===== config.mk =====
export PLATFORM = sky130hd
export DESIGN_NAME = seg_mux_decoder
export DESIGN_NICKNAME = d
export VERILOG_FILES = /design/src/rtl/seg_mux_decoder.sv
export SDC_FILE = /design/constraint.sdc
export NUM_CORES = 1
export LEC_CHECK = 0
export BUFFER_PORTS_ARGS = -buffer_cell sky130_fd_sc_hd__buf_2
export CAP_MARGIN = 20
export CORE_MARGIN = 2
export CORE_UTILIZATION = 59
export DETAILED_ROUTE_END_ITERATION = 12
export PLACE_DENSITY = 0.78
export SETUP_SLACK_MARGIN = 0.2
export SLEW_MARGIN = 20
export SYNTH_ARGS = -nofsm -noshare
export SYNTH_HDL_FRONTEND = slang
export SYNTH_SLANG_ARGS = --single-unit

===== constraint.sdc =====
create_clock -name clk -period 5.1 [get_ports clk]
set_input_delay 0.255 -clock clk [delete_from_list [all_inputs] [get_ports clk]]
set_output_delay 0.255 -clock clk [all_outputs]
set_load 0.02 [all_outputs]

===== src/rtl/seg_mux_decoder.sv =====
// Receive-side decoder for the multiplexed 7-segment bus: rebuilds the six BCD
// digits and decimal points and publishes them as one coherent frame.
module seg_mux_decoder #(
   parameter int SETTLE  = 1024,
   parameter int TIMEOUT = 1200000,
   parameter int CNT_W   = 22
) (
   input  logic       clk,
   input  logic       rst,
   input  logic [7:0] an,
   input  logic [7:0] seg_in,
   output logic [3:0] d5,
   output logic [3:0] d4,
   output logic [3:0] d3,
   output logic [3:0] d2,
   output logic [3:0] d1,
   output logic [3:0] d0,
   output logic [5:0] dp,
   output logic       frame_valid,
   output logic       frame_strobe,
   output logic       err_pattern,
   output logic       err_anode,
   output logic       err_timeout
);

   logic [15:0]       sync1, sync2, prev;
   logic [CNT_W-1:0]  settle_cnt, to_cnt;
   logic [5:0][3:0]   shadow_d;
   logic [5:0]        shadow_dp, mask, mask_nx;
   logic [7:0]        an_s, seg_s;
   logic [2:0]        pos;
   logic [4:0]        dec;
   logic              stable, settle_evt, blank, legal, cap, to_hit, commit;

   // {ok, digit}; segment order is g..a, active-low
   function automatic logic [4:0] decode(input logic [6:0] s);
      case (s)
         7'b1000000: decode = 5'h10;
         7'b1111001: decode = 5'h11;
         7'b0100100: decode = 5'h12;
         7'b0110000: decode = 5'h13;
         7'b0011001: decode = 5'h14;
         7'b0010010: decode = 5'h15;
         7'b0000010: decode = 5'h16;
         7'b1111000: decode = 5'h17;
         7'b0000000: decode = 5'h18;
         7'b0010000: decode = 5'h19;
         default:    decode = 5'h00;
      endcase
   endfunction

   assign an_s       = sync2[15:8];
   assign seg_s      = sync2[7:0];
   assign stable     = (sync2 == prev);
   // fires once per dwell: only on the step that lands on SETTLE
   assign settle_evt = stable && (settle_cnt == CNT_W'(SETTLE - 1));
   assign blank      = (an_s == 8'hFF);
   assign legal      = (an_s[1:0] == 2'b11) && $onehot(~an_s[7:2]);
   assign dec        = decode(seg_s[6:0]);
   assign cap        = settle_evt && legal && dec[4];
   assign to_hit     = !cap && (to_cnt == CNT_W'(TIMEOUT - 1));
   assign commit     = (mask == 6'h3F);

   always_comb begin
      pos = 3'd0;
      for (int i = 0; i < 6; i++)
         if (!an_s[i+2]) pos = 3'(i);
   end

   // a capture landing on the commit cycle starts the next frame's mask
   always_comb begin
      mask_nx = commit ? 6'h00 : mask;
      if (cap) mask_nx[pos] = 1'b1;
      if (to_hit) mask_nx = 6'h00;
   end

   always_ff @(posedge clk or posedge rst) begin
      if (rst) begin
         sync1        <= '1;
         sync2        <= '1;
         prev         <= '1;
         settle_cnt   <= '0;
         to_cnt       <= '0;
         shadow_d     <= '0;
         shadow_dp    <= '0;
         mask         <= '0;
         {d5, d4, d3, d2, d1, d0} <= '0;
         dp           <= '0;
         frame_valid  <= 1'b0;
         frame_strobe <= 1'b0;
         err_pattern  <= 1'b0;
         err_anode    <= 1'b0;
         err_timeout  <= 1'b0;
      end else begin
         sync1 <= {an, seg_in};
         sync2 <= sync1;
         prev  <= sync2;

         if (!stable)
            settle_cnt <= '0;
         else if (settle_cnt < CNT_W'(SETTLE))
            settle_cnt <= settle_cnt + 1'b1;

         if (cap || to_hit) to_cnt <= '0;
         else               to_cnt <= to_cnt + 1'b1;

         if (cap) begin
            shadow_d[pos]  <= dec[3:0];
            shadow_dp[pos] <= ~seg_s[7];
         end
         mask <= mask_nx;

         if (commit) begin
            {d5, d4, d3, d2, d1, d0} <= shadow_d;
            dp <= shadow_dp;
         end

         if (to_hit)      frame_valid <= 1'b0;
         else if (commit) frame_valid <= 1'b1;

         frame_strobe <= commit;
         err_pattern  <= settle_evt && legal && !dec[4];
         err_anode    <= settle_evt && !blank && !legal;
         err_timeout  <= to_hit;
      end
   end

endmodule


After elaboration in Yosys (flattened, before gate mapping)
Cells that the tools add are included.
{ "totals": {"register_bits": 163, "input_bits": 18, "output_inout_bits": 35, "elab_cells": 91} }
{ "op_classes": {"n_addsub": 7, "order_cmp": 3, "n_eq_ne": 17, "mux": 20, "n_bitwise": 3, "n_reduce_logical": 16} }
{ "op_table": {"columns": ["operator", "count"], "rows": [
  ["22-bit 2-to-1 mux", 3],
  ["5-bit one-hot mux with 10 select lines", 1],
  ["22-bit by 1-bit adder with 22-bit output (second input constant)", 2],
  ["24-bit bitwise mux", 1],
  ["22-bit by 10-bit == test with 1-bit output (second input constant)", 1],
  ["22-bit by 21-bit == test with 1-bit output (second input constant)", 1],
  ["22-bit by 11-bit less-than comparator with 1-bit output (second input constant)", 1],
  ["7-bit by 5-bit == test with 1-bit output (second input constant)", 3],
  ["7-bit == test (second input constant)", 3],
  ["6-bit 2-to-1 mux", 3],
  ["16-bit == test", 1],
  ["7-bit by 6-bit == test with 1-bit output (second input constant)", 2],
  ["4-bit demux with 3-bit select", 1],
  ["3-bit 2-to-1 mux", 4],
  ["1-bit logical AND", 9],
  ["8-bit == test (second input constant)", 1],
  ["7-bit by 2-bit == test with 1-bit output (second input constant)", 1],
  ["7-bit zero test", 1],
  ["1-bit by 1-bit adder with 2-bit output", 3],
  ["6-bit bitwise mux", 1],
  ["6-bit == test (second input constant)", 1],
  ["6-bit NOT", 1],
  ["6-bit bitwise OR", 1],
  ["1-bit zero test", 4],
  ["other kinds (13)", 16]
]} }

Depth between registers and ports, before layout
Gate-level depths: netlist of run 1.
{ "logic_depth": {"word_depth": 12, "mapped_depth": 13, "mapped_depth_nobuf": 11} }

Least setup slack after synthesis of run 1
Ideal clock, no wire load.
{ "synth_path": {"path_type": "reg-to-reg", "startpoint": "register sync2[10]", "endpoint": "register shadow_d[0] (netlist bit)", "setup_time_ns": 0.125, "t_arrival_ns": 3.708, "required_ns": 4.975, "slack_ns": 1.267, "stages_incl_launch_ff": 13, "n_path_buf": 1, "synth_period_minus_slack_ns": 3.833, "cell_sequence": "dfstp_2 -> fa_1 -> inv_1 -> fa_1 -> ha_1 -> inv_1 -> fa_1 -> and3_1 -> nand3_1 -> or4_4 -> buf_6 -> nor4b_4 -> mux2_2"} }
{ "synth_between": {"elab_chain_cells": 8, "elab_cells_between_ends": 10, "cone_classes": "add/sub (3); eq/ne (2); bitwise (1); reduce/logical (4)"} }
{ "synth_rtl": {"columns": ["item", "line_no", "rtl"], "rows": [
  ["start: declaration", "26", "logic [15:0] sync1, sync2, prev;"],
  ["start signal: assignment", "96", "sync2 <= sync1;"],
  ["6-bit NOT", "58", "assign legal = (an_s[1:0] == 2'b11) && $onehot(~an_s[7:2]);"],
  ["1-bit by 1-bit adder with 2-bit output (implied by the code)", "58", null],
  ["2-bit by 2-bit adder with 3-bit output (implied by the code)", "58", null],
  ["3-bit by 2-bit adder with 3-bit output (implied by the code)", "58", null],
  ["3-bit by 1-bit == test with 1-bit output", "58", null],
  ["1-bit logical AND", "58", null],
  ["1-bit logical AND * (2 in series)", "60", "assign cap = settle_evt && legal && dec[4];"],
  ["end signal: indexed assignment", "108", "shadow_d[pos] <= dec[3:0];"],
  ["end: declaration", "28", "logic [5:0][3:0] shadow_d;"]
]} }
Mark *: on every way between the ends. The rest lies on a longest branch, timed or not.
A chain may end at the register's enable or synchronous reset.

Final worst setup path of run 1
{ "layout_path": {"startpoint": "register sync2[10]", "endpoint": "register to_cnt[17]"} }
{ "layout_between": {"elab_chain_cells": 12, "elab_cells_between_ends": 14, "cone_classes": "add/sub (3); eq/ne (2); mux (1); bitwise (1); reduce/logical (7)"} }
{ "layout_rtl": {"columns": ["item", "line_no", "rtl"], "rows": [
  ["6-bit NOT", "58", null],
  ["1-bit by 1-bit adder with 2-bit output (implied by the code)", "58", null],
  ["2-bit by 2-bit adder with 3-bit output (implied by the code)", "58", null],
  ["3-bit by 2-bit adder with 3-bit output (implied by the code)", "58", null],
  ["3-bit by 1-bit == test with 1-bit output", "58", null],
  ["1-bit logical AND", "58", null],
  ["1-bit logical AND * (2 in series)", "60", null],
  ["1-bit zero test", "61", "assign to_hit = !cap && (to_cnt == CNT_W'(TIMEOUT - 1));"],
  ["1-bit logical AND", "61", null],
  ["1-bit logical OR *", "104", "if (cap || to_hit) to_cnt <= '0;"],
  ["22-bit 2-to-1 mux *", "104", null],
  ["end signal: assignment", "105", "else to_cnt <= to_cnt + 1'b1;"],
  ["end: declaration", "27", "logic [CNT_W-1:0] settle_cnt, to_cnt;"]
]} }
Marks and branches as above.

==> summary.md, run 1 <==
| Metric | Value |
|---|---|
| TritonCTS buffer count | 17 |
| CTS Buffer Depth | 2 |
| Initial Util | 61.16% |
| Synthesized area | 6688 um2 |
| Clock Root Buffer | clkbuf_16 |
| Syn_nets | 580 |
| TNS Setup | 0 ns |
| Cell Chain, Critical Path | fa_1 -> inv_1 -> fa_1 -> ha_1 -> inv_1 -> fa_1 -> and3_1 -> nand3_1 -> or4_4 -> o31ai_4 -> nor2_1 |
| Worst path max stage delay | 0.71 ns |
| DR WL/cell | 15.80 um |
| Worst skew pair latency | between 0.4 and 0.5 ns |
| Worst Path Arrival | approximately 4.4 ns |
| Top_reg_cell synth | dfrtp_1 |
| CP startpoint | sync2[10]$_DFF_PP1_ |
| Synth area leaders | dfrtp_1, dfstp_2, nand2_1, mux2_2, xor2_1 |
| Cells after synthesis | 555 |
| Most common cell in the netlist | dfrtp_1 |
| Post-synthesis sequential area ratio | between 60 and 70% |
| Number of fillers in the final layout | 770 |
| Fin. max-slew vios | 0 |
| DRC viols | 0 |
| Area of the die | 12200 um2 |
| Clk_skew | 0.009432 ns |
| Gpl congestion | 0.8567 |
| Post_cts resized | 0 |
| VDD IR-drop max | 0.2493 mV |
| Routed via count | 4209 |
| Drt pass-1 iters | 4 |
| Reg power frac | 51.8% |
| R2R Setup Slk | 0.98 ns |
| Initial antenna violation count | 0 |
| Area of the core | 10940 um2 |
| Hold Path Class | input pin to asynchronous set/reset pin |
| Port bufs | between 50 and 60 |
| Inserted Diodes | 0 |
| WL final | 12.31 mm |
| Post-synth top cells | dfrtp_1, nand2_1, dfstp_2 |
| Setup-failing EPs final | 0 |
| P_leak | 3.770 nW |
| Final Hold Viols | 0 |
| Die Width | between 100 and 150 um |
| Worst Tran Pin Value | 1.109 ns |
| CTS tree | built |
| Ys Warns | 0 |
| Maxcap violations | 0 |
| Depth of the CTS H-tree | 4 |
| Total Routing Usage GR | 21.68% |
| Seq cells post-synth | 163 |
| Worst setup EP type | flip-flop |
| Grt ovf | 0 |
| P&R area growth vs syn | 16.01% |
| Die Ht | 110.5 um |
| Clock power share | approximately 45% |
| Max_slew headroom | between 20 and 30% |
| Async SR Flop Fraction | 100.0% |
| Share of cells above drive strength 1 | 28.48% |
| Worst r2r dst | to_cnt[17]$_DFF_PP0_ |
| RSZ-0062 raised after global routing | false |
| CP most frequent cell | fa_1 |
| Post-synth top area share | a little over two fifths |
| Clock-pin slew on the worst setup and hold paths | 0.06 ns |
| Post-CTS Setup Bufs | 0 |
| Worst path slowest cell | or4_4 |
| Clk sinks | approximately 160 |
| # IOs | 53 |
| Vias in the first global route | 4361 |
| Crit start category | flip-flop |
| Combinational share of power | 3.3% |
| First-pass GRT wire length | roughly 21 mm |
| Pwr dens | about 340 nW/um2 |
| Mean Syn Cell Area | 12.05 um2 |
| Status | complete, no violations |
| Row count | 38 |
| Initial DRC count | 346 |
| Final ANT Viol Nets | 0 |
| Vias per inst | 5.403 |
| Switching part of the total | 23.32% |
| Final worst-path cycle share | about 80% |
| HPWL after detailed placement | 8.041 mm |
| Fmax | 0.2427 GHz |
| Synth cell types | 50 |
| Synth area leader | dfrtp_1 |
| Largest net degree at the start of global routing | 110 |
| Cell Int Power | 1.995 mW |
| Worst-path maximum fanout | 19 |
| Fin nets | 651 |
| Total Power | 2.602 mW |
| Net switching power | 606.8 uW |
| CTS Hold Buffers Added | 16 |
| Required time worst endpoint | 5.37 ns |
| Number of synthesized flops with an enable pin | 0 |
| R2R Path Start | sync2[10]$_DFF_PP1_ |
| R2R depth | 11 |
| Min Tclk post-route | 4.120 ns |
| CP Class | flip-flop to flip-flop |
-- area by class of cell --
type | count | area (um2) | share of cell area (%)
Sequential cell | 163 | 4139 | 53.35
Multi-Input combinational cell | 352 | 2379 | 30.66
Timing Repair Buffer | 70 | 435.4 | 5.612
Clock buffer | 17 | 425.4 | 5.483
Tap cell | 140 | 175.2 | 2.258
Clock inverter | 15 | 117.6 | 1.516
Inverter | 22 | 87.58 | 1.129
-- sequential cells by signal, summed over array words and instances (netlist names), 6 cells and up --
signal	flops
shadow_d	24
settle_cnt	22
to_cnt	22
prev	16
sync1	16
sync2	16
dp	6
mask	6
shadow_dp	6
-- layout by cell type, fill, tap and decap left out, types with 8 or more instances in the layout --
| cell | n |
|---|---|
| nand2_1 | 99 |
| a21oi_1 | 9 |
| nand3_1 | 13 |
| nor3_1 | 11 |
| clkbuf_16 | 17 |
| o21ai_0 | 9 |
| inv_1 | 19 |
| mux2_2 | 24 |
| nor2_1 | 46 |
| dfrtp_1 | 115 |
| dfstp_2 | 48 |
| and2_1 | 13 |
| xnor2_1 | 13 |
| buf_2 | 52 |
| and3_1 | 9 |
| dlygate4sd3_1 | 16 |
| nand4_1 | 14 |
| inv_6 | 8 |
| xor2_1 | 30 |
-- power by group through the flow --
stage	combinational [mW]	sequential [mW]	clock, mW
3_3_place_gp	0.0733	1.37	0
5_1_grt	0.0975	1.35	1.26
4_1_cts	0.0872	1.35	1.19
6_report	0.0850	1.35	1.17
2_1_floorplan	0.0577	1.36	0
3_5_place_dp	0.0774	1.37	0
-- layer usage --
layer,global-route usage [%],part of all wire [%],vias up
li1,-,-,2003
met1,28.65,45,2098
met2,34.89,50,93
met3,5.379,3.7,15
met4,8.417,1.6,0
met5,0,0,-
-- cell families (layout without fill, tap and decap cells) --
family                     count (synthesis)  count (layout)  synth area share (%)
and+or+nand+nor                          244             244                 20.28
DFF                                      163             163                 61.89
xor gates and xnor gates                  43              43                 5.631
buffers and inverters                     40             124                 2.638
muxes                                     31              31                 5.089
AOI/OAI and AO/OA                         27              27                 2.825
adders and majority gates                  7               7                 1.646
-- worst max-delay path by stage --
stage,end,slack (ns),cells past startpoint
after floorplan,d0[0]$_DFFE_PP0P_,0.52,1
after global placement,shadow_d[18]$_DFFE_PP0P_,1.17,11
after detailed placement,to_cnt[17]$_DFF_PP0_,0.99,11
after CTS,to_cnt[17]$_DFF_PP0_,0.99,11
after global routing,to_cnt[17]$_DFF_PP0_,0.79,11
final,to_cnt[17]$_DFF_PP0_,0.98,11
-- worst max-delay path, delay by kind of cell, from the launching register on --
| kind | cells | cell delay, ns |
|---|---|---|
| adders and majority gates | 4 | 1.63 |
| and+or+nand+nor | 4 | 1.14 |
| AOI/OAI and AO/OA | 1 | 0.71 |
| DFF | 1 | 0.39 |
| buffers and inverters | 2 | 0.10 |
-- metrics by stage --
stage	std cells	cell area, um2	worst slack [ns]	hold slack, ns	util, %
2_1_floorplan	555	6688	0.5195	0.2595	-
3_3_place_gp	731	7049	1.170	0.3455	64.46
3_5_place_dp	731	7049	0.9886	0.3468	64.46
4_1_cts	779	7752	0.9883	0.08213	70.89
5_1_grt	779	7759	0.7910	0.1044	70.95
6_report	779	7759	0.9802	0.02648	70.95
No activity file was read; power rests on OpenSTA's default activity.
==> run 2, diff against run 1 <==
==> constraint.sdc (replaced) <==
create_clock -name clk -period 4.2 [get_ports clk]
set_input_delay 0.21 -clock clk [delete_from_list [all_inputs] [get_ports clk]]
set_output_delay 0.21 -clock clk [all_outputs]
set_load 0.02 [all_outputs]
==> summary.md, run 2 (same netlist as run 1, synthesis figures left out) <==
| Metric | Value |
|---|---|
| Max reg flops | 24 (unchanged) |
| Total Routing Usage GR | 21.79% (+0.11 points) |
| Setup-failing EPs final | 0 (unchanged) |
| Area of the die | 12200 um2 (unchanged) |
| Fin. max-slew vios | 0 (unchanged) |
| Die Width | 110.5 um (unchanged) |
| Grt ovf | 0 (unchanged) |
| Commonest cells after routing, fill and taps aside | dfrtp_1, nand2_1, buf_2 |
| Final hold slack | -0.07630 ns (-0.1028 ns) |
| Biggest register | shadow_d |
| Design area | 8051 um2 (+3.8%) |
| Maxcap violations | 0 (unchanged) |
| Share of cells above drive strength 1 | 31.00% (+2.5 points) |
| Initial Util | 61.16% (unchanged) |
| Worst path slowest cell | or4_4 |
| TNS Setup | 0 ns (unchanged) |
| Worst-path maximum fanout | 8 (-11) |
| Vias in the first global route | 4412 (+1.2%) |
| DRC viols | 0 (unchanged) |
| # IOs | 53 (unchanged) |
| Final Hold Viols | 22 (+22) |
| Inserted Diodes | 0 (unchanged) |
| Fin nets | 670 (+2.9%) |
| P&R area growth vs syn | 20.39% |
| Area of the core | 10940 um2 (unchanged) |
| Row count | 38 (unchanged) |
| First-pass GRT wire length | 21.24 mm (+1.1%) |
| Drt pass-1 iters | 5 (+1) |
| CP most frequent cell | fa_1 |
| Clock-pin slew on the worst setup and hold paths | 0.06 ns (about the same) |
| Clk_skew | 0.007959 ns (-0.001473 ns) |
| Cell Chain, Critical Path | fa_1 -> inv_1 -> fa_1 -> ha_2 -> inv_2 -> fa_1 -> and3_1 -> nand3_2 -> or4_4 -> nor4b_4 -> buf_4 -> mux2_4 |
| DR WL/cell | 16.02 um (+1.4%) |
| WL final | 12.78 mm (+3.9%) |
| RSZ-0062 raised after global routing | true |
| Vias per inst | 5.469 (+1.2%) |
| Hold Path Class | input pin to asynchronous set/reset pin |
| Crit start category | flip-flop |
| HPWL after detailed placement | 7.858 mm (-2.3%) |
| Worst path max stage delay | 0.67 ns (-0.04 ns) |
| Gpl congestion | 0.7959 (-7.1%) |
| CTS tree | built |
| Initial DRC count | 347 (+0.29%) |
| Top flop regs | shadow_d x24, settle_cnt x22, to_cnt x22 |
| Final ANT Viol Nets | 0 (unchanged) |
| Worst skew pair latency | 0.43 ns (about the same) |
| Max_slew headroom | 36.58% (+11 points) |
| Pwr dens | 412.0 nW/um2 (+23%) |
| Port bufs | 52 (unchanged) |
| Fmax | 0.2477 GHz (+2.1%) |
| Min Tclk post-route | 4.037 ns (-0.08276 ns) |
| Clock Root Buffer | clkbuf_16 |
| Worst Path Arrival | 4.34 ns (-0.05 ns) |
| CP Class | flip-flop to flip-flop |
| Required time worst endpoint | 4.51 ns (-0.86 ns) |
| TritonCTS buffer count | 17 (unchanged) |
| Initial antenna violation count | 0 (unchanged) |
| Routed via count | 4364 (+3.7%) |
| VDD IR-drop max | 0.3431 mV (+38%) |
| Worst setup EP type | flip-flop |
| Largest net degree at the start of global routing | 164 (+49%) |
| Die Ht | 110.5 um (unchanged) |
| Final worst-path cycle share | 96.12% (+15 points) |
| Most common cell after layout, fill and taps aside | dfrtp_1 |
| Failing checks | negative hold slack |
| P_leak | 3.908 nW (+3.7%) |
| Worst Tran Pin Value | 0.9512 ns (-0.1579 ns) |
| CTS Buffer Depth | 2 (unchanged) |
| Clk sinks | 163 (unchanged) |
| Depth of the CTS H-tree | 4 (unchanged) |
| Dpl cell area | 7076 um2 (+0.37%) |
| Status | finished, violations left |
run 2: power by group:
group | leakage [nW] | internal, mW | total [mW] | switching, mW
logic | 1.51 | 0.0428 | 0.110 | 0.0668
clock network | 0.305 | 0.956 | 1.57 | 0.615
registers | 2.10 | 1.61 | 1.64 | 0.0220
total | 3.91 | 2.61 | 3.32 | 0.704
run 2: path summary, 6_finish.rpt:
kind	slack [ns]	endpoint	from	cells after the start
max	0.16	shadow_d[8]$_DFFE_PP0P_	sync2[13]$_DFF_PP1_	12
min reg2reg	0.35	sync2[5]$_DFF_PP1_	sync1[5]$_DFF_PP1_	0
max reg2reg	0.16	shadow_d[8]$_DFFE_PP0P_	sync2[13]$_DFF_PP1_	12
max in group asynchronous	3.49	to_cnt[19]$_DFF_PP0_	rst	3
min in group clk	0.35	sync2[5]$_DFF_PP1_	sync1[5]$_DFF_PP1_	0
min	-0.08	settle_cnt[3]$_DFFE_PP0P_	rst	3
run 2: routing by layer:
layer / track usage, % / share of wire, % / up-vias
met2: 35.62 / 50 / 121
li1: - / - / 2041
met1: 28.07 / 44 / 2178
met3: 5.379 / 4.4 / 24
met4: 9.000 / 2.0 / 0
met5: 0 / 0 / -
run 2: final cells by class:
type / instances / area, um2
fillers: 687 / 2884
flip-flops and latches: 163 / 4139
clock buffers: 23 / 531.8
well taps: 140 / 175.2
inverters: 22 / 86.33
repair buffers: 89 / 594.3
multi-input cells: 352 / 2437
clock inverters: 9 / 87.58
run 2: metrics by stage:
step           worst slack [ns]  total power, mW  hold WS (ns)  utilization [%]  instances
2_1_floorplan            0.3673            1.724        0.2145                -        555
3_3_place_gp             0.2530            1.751        0.3151            64.70        733
3_5_place_dp             0.1355            1.756        0.3161            64.70        733
4_1_cts                  0.2611            3.338       0.08699            72.04        784
5_1_grt                 0.04770            3.423        0.1405            73.63        798
6_report                 0.1629            3.317      -0.07630            73.63        798
run 2: critical path: cells and delay by family (launching register included):
kind                     cells  cell delay (ns)
flip-flops                   1             0.39
buffers and inverters        3             0.30
AND/OR/NAND/NOR              4             1.27
adder cells (fa/ha/maj)      4             1.66
multiplexers                 1             0.30
run 2: what timing repair did:
action                                  4_1_cts  5_1_grt
gates resized for setup                       0       16
endpoints found under the setup margin       21       25
hold buffers                                 16        0
setup buffers                                 3       14
pin swaps                                     3        7
endpoints found under the hold margin        16        0
==> run 3, diff against run 2 <==
--- a/config.mk
+++ b/config.mk
@@ -8,9 +8,9 @@
 export BUFFER_PORTS_ARGS = -buffer_cell sky130_fd_sc_hd__buf_2
 export CAP_MARGIN = 20
 export CORE_MARGIN = 2
-export CORE_UTILIZATION = 59
+export CORE_UTILIZATION = 25
 export DETAILED_ROUTE_END_ITERATION = 12
-export PLACE_DENSITY = 0.78
+export PLACE_DENSITY = 0.39
 export SETUP_SLACK_MARGIN = 0.2
 export SLEW_MARGIN = 20
 export SYNTH_ARGS = -nofsm -noshare
==> summary.md, run 3 (same netlist as run 1, synthesis figures left out) <==
| Metric | Value |
|---|---|
| Worst path max stage delay | 0.68 ns (about the same) |
| Reg power frac | 49.5% (+0.2 points) |
| First-pass GRT wire length | 23.93 mm (+13%) |
| Number of fillers in the final layout | 2665 (+290%) |
| Gpl congestion | 0.7460 (-6.3%) |
| TritonCTS buffer count | 17 (unchanged) |
| CTS Buffer Depth | 2 (unchanged) |
| TNS Setup | 0 ns (unchanged) |
| Cell Chain, Critical Path | fa_1 -> inv_1 -> fa_1 -> ha_1 -> inv_1 -> fa_1 -> and3_4 -> nand3_4 -> or4_4 -> nor4b_4 -> buf_4 -> mux2_2 |
| Worst Tran Pin Value | 1.083 ns (+0.1318 ns) |
| Depth of the CTS H-tree | 4 (unchanged) |
| Share of cells above drive strength 1 | 30.64% (-0.36 points) |
| Die Width | 167.6 um (+52%) |
| Vias in the first global route | 4531 (+2.7%) |
| Largest net degree at the start of global routing | 84 (-49%) |
| Critical path's top delay family | adder cells |
| Design area | 8239 um2 (+2.3%) |
| Clk_skew | 0.01360 ns (+0.005640 ns) |
| Inserted Diodes | 0 (unchanged) |
| Worst path slowest cell | or4_4 |
| Hold Path Class | input pin to asynchronous set/reset pin |
| # IOs | 53 (unchanged) |
| P&R area growth vs syn | 23.20% |
| Max_slew headroom | 27.24% (-9.3 points) |
| DR WL/cell | 14.23 um (-11%) |
| R2R Path Start | sync2[10]$_DFF_PP1_ |
| Row count | 59 (+55%) |
| Clock power share | 47.1% (-0.3 points) |
| Initial DRC count | 247 (-29%) |
| Maxcap violations | 0 (unchanged) |
| Grt ovf | 0 (unchanged) |
| Clk sinks | 163 (unchanged) |
| Top flop regs | shadow_d x24, settle_cnt x22, to_cnt x22 |
| Worst setup EP type | flip-flop |
| Final worst-path cycle share | 94.29% (-1.8 points) |
| Switching part of the total | 22.35% (+1.1 points) |
| Area of the die | 28070 um2 (+130%) |
| Worst-path maximum fanout | 8 (unchanged) |
| Net switching power | 740.0 uW (+5.1%) |
| Vias per inst | 4.254 (-22%) |
| Biggest register | shadow_d |
| Drt pass-1 iters | 4 (-1) |
| Clock-pin slew on the worst setup and hold paths | 0.07 ns (about the same) |
| Max reg flops | 24 (unchanged) |
| Final ANT Viol Nets | 0 (unchanged) |
| Worst skew pair latency | 0.43 ns (about the same) |
| DRC viols | 0 (unchanged) |
| Crit start category | flip-flop |
| Initial Util | 25.59% (-36 points) |
| CP Buf/Inv Count | 3 (unchanged) |
| Total Power | 3.311 mW (-0.19%) |
| Die Ht | 167.6 um (+52%) |
| Commonest cells after routing, fill and taps aside | dfrtp_1, nand2_1, buf_2 |
| HPWL after detailed placement | 9.450 mm (+20%) |
| Initial antenna violation count | 0 (unchanged) |
| CP most frequent cell | fa_1 |
| Clock Root Buffer | clkbuf_16 |
| Routed via count | 4216 (-3.4%) |
| WL final | 14.10 mm (+10%) |
| Status | finished, violations left |
| Worst Path Arrival | 4.26 ns (-0.08 ns) |
| CP Class | flip-flop to flip-flop |
| Required time worst endpoint | 4.50 ns (about the same) |
| Failing checks | negative hold slack |
| Min Tclk post-route | 3.960 ns (-0.07695 ns) |
| Final hold slack | -0.02078 ns (+0.05552 ns) |
| Area of the core | 26130 um2 (+140%) |
| CTS tree | built |
| Most common cell after layout, fill and taps aside | dfrtp_1 |
| P_leak | 3.891 nW (-0.43%) |
| VDD IR-drop max | 0.2312 mV (-33%) |
| Cell Int Power | 2.571 mW (-1.6%) |
| Combinational share of power | 3.4% (about the same) |
| Total Routing Usage GR | 10.76% (-11 points) |
| Fin nets | 668 (-0.30%) |
| Fin. max-slew vios | 0 (unchanged) |
| RSZ-0062 raised after global routing | true |
| Dpl cell area | 7341 um2 (+3.7%) |
| CP startpoint | sync2[10]$_DFF_PP1_ |
| Port bufs | 52 (unchanged) |
| Fmax | 0.2525 GHz (+1.9%) |
| Setup-failing EPs final | 0 (unchanged) |
| Final Hold Viols | 22 (unchanged) |
| Pwr dens | 401.8 nW/um2 (-2.5%) |
-- run 3: changes by cell type in the layout (fill, tap and decap cells not counted), sizes merged --
cell	before	now
buf	73	71
bufinv	1	0
inv	22	23
clkinvlp	2	1
clkbuf	23	24
-- run 3: worst register-to-register path: stages, from the launching register on --
cell	delay (ns)
dfstp_2	0.40
fa_1	0.53
inv_1	0.05
fa_1	0.48
ha_1	0.13
inv_1	0.04
fa_1	0.49
and3_4	0.19
nand3_4	0.08
or4_4	0.68
nor4b_4	0.26
buf_4	0.19
mux2_2	0.34
-- run 3: final cells by class --
| cell class | instances | area, um2 | share of cell area (%) |
|---|---|---|---|
| Sequential cell | 163 | 4139 | 50.24 |
| Multi-Input combinational cell | 352 | 2415 | 29.31 |
| Timing Repair Buffer | 87 | 575.6 | 6.986 |
| Clock buffer | 24 | 544.3 | 6.606 |
| Tap cell | 335 | 419.2 | 5.087 |
| Inverter | 22 | 86.33 | 1.048 |
| Clock inverter | 8 | 60.06 | 0.7289 |
-- run 3: path summary, 6_finish.rpt --
path	endpoint	slack (ns)	depth (start not counted)
max in group asynchronous	mask[0]$_DFF_PP0_	3.15	3
hold / removal	settle_cnt[3]$_DFFE_PP0P_	-0.02	2
min in group clk	sync2[12]$_DFF_PP1_	0.35	0
hold reg to reg	sync2[12]$_DFF_PP1_	0.35	0
setup reg to reg	shadow_d[6]$_DFFE_PP0P_	0.24	12
setup / recovery	shadow_d[6]$_DFFE_PP0P_	0.24	12
-- run 3: power groups by stage --
stage | Combinational (mW) | Sequential [mW] | Clock (mW)
5_1_grt | 0.129 | 1.64 | 1.70
4_1_cts | 0.110 | 1.64 | 1.62
3_3_place_gp | 0.0959 | 1.66 | 0
3_5_place_dp | 0.0976 | 1.67 | 0
2_1_floorplan | 0.0704 | 1.65 | 0
6_report | 0.112 | 1.64 | 1.56
-- run 3: layer usage --
metal / global-route usage [%] / part of all wire [%] / up-vias
met5: 0 / 0 / -
met4: 2.495 / 0.84 / 0
met3: 3.380 / 3.6 / 10
met2: 17.36 / 47 / 54
met1: 14.18 / 48 / 2119
li1: - / - / 2033
-- run 3: what timing repair did --
action / in CTS / in global routing
hold buffers: 16 / 0
pin swaps: 5 / 6
endpoints found under the setup margin: 19 / 22
setup buffers: 6 / 7
hold endpoints to repair: 16 / 0
gates cloned: 0 / 0
gates resized for setup: 0 / 8
-- run 3: through the flow --
step                utilization (%)  cells  worst slack (ns)
finish                        31.53    991            0.2399
global route                  31.53    991            0.1220
CTS                           31.19    984            0.2607
detailed placement            28.09    930            0.1314
global placement              28.07    930            0.2280
floorplan                         -    555            0.3673
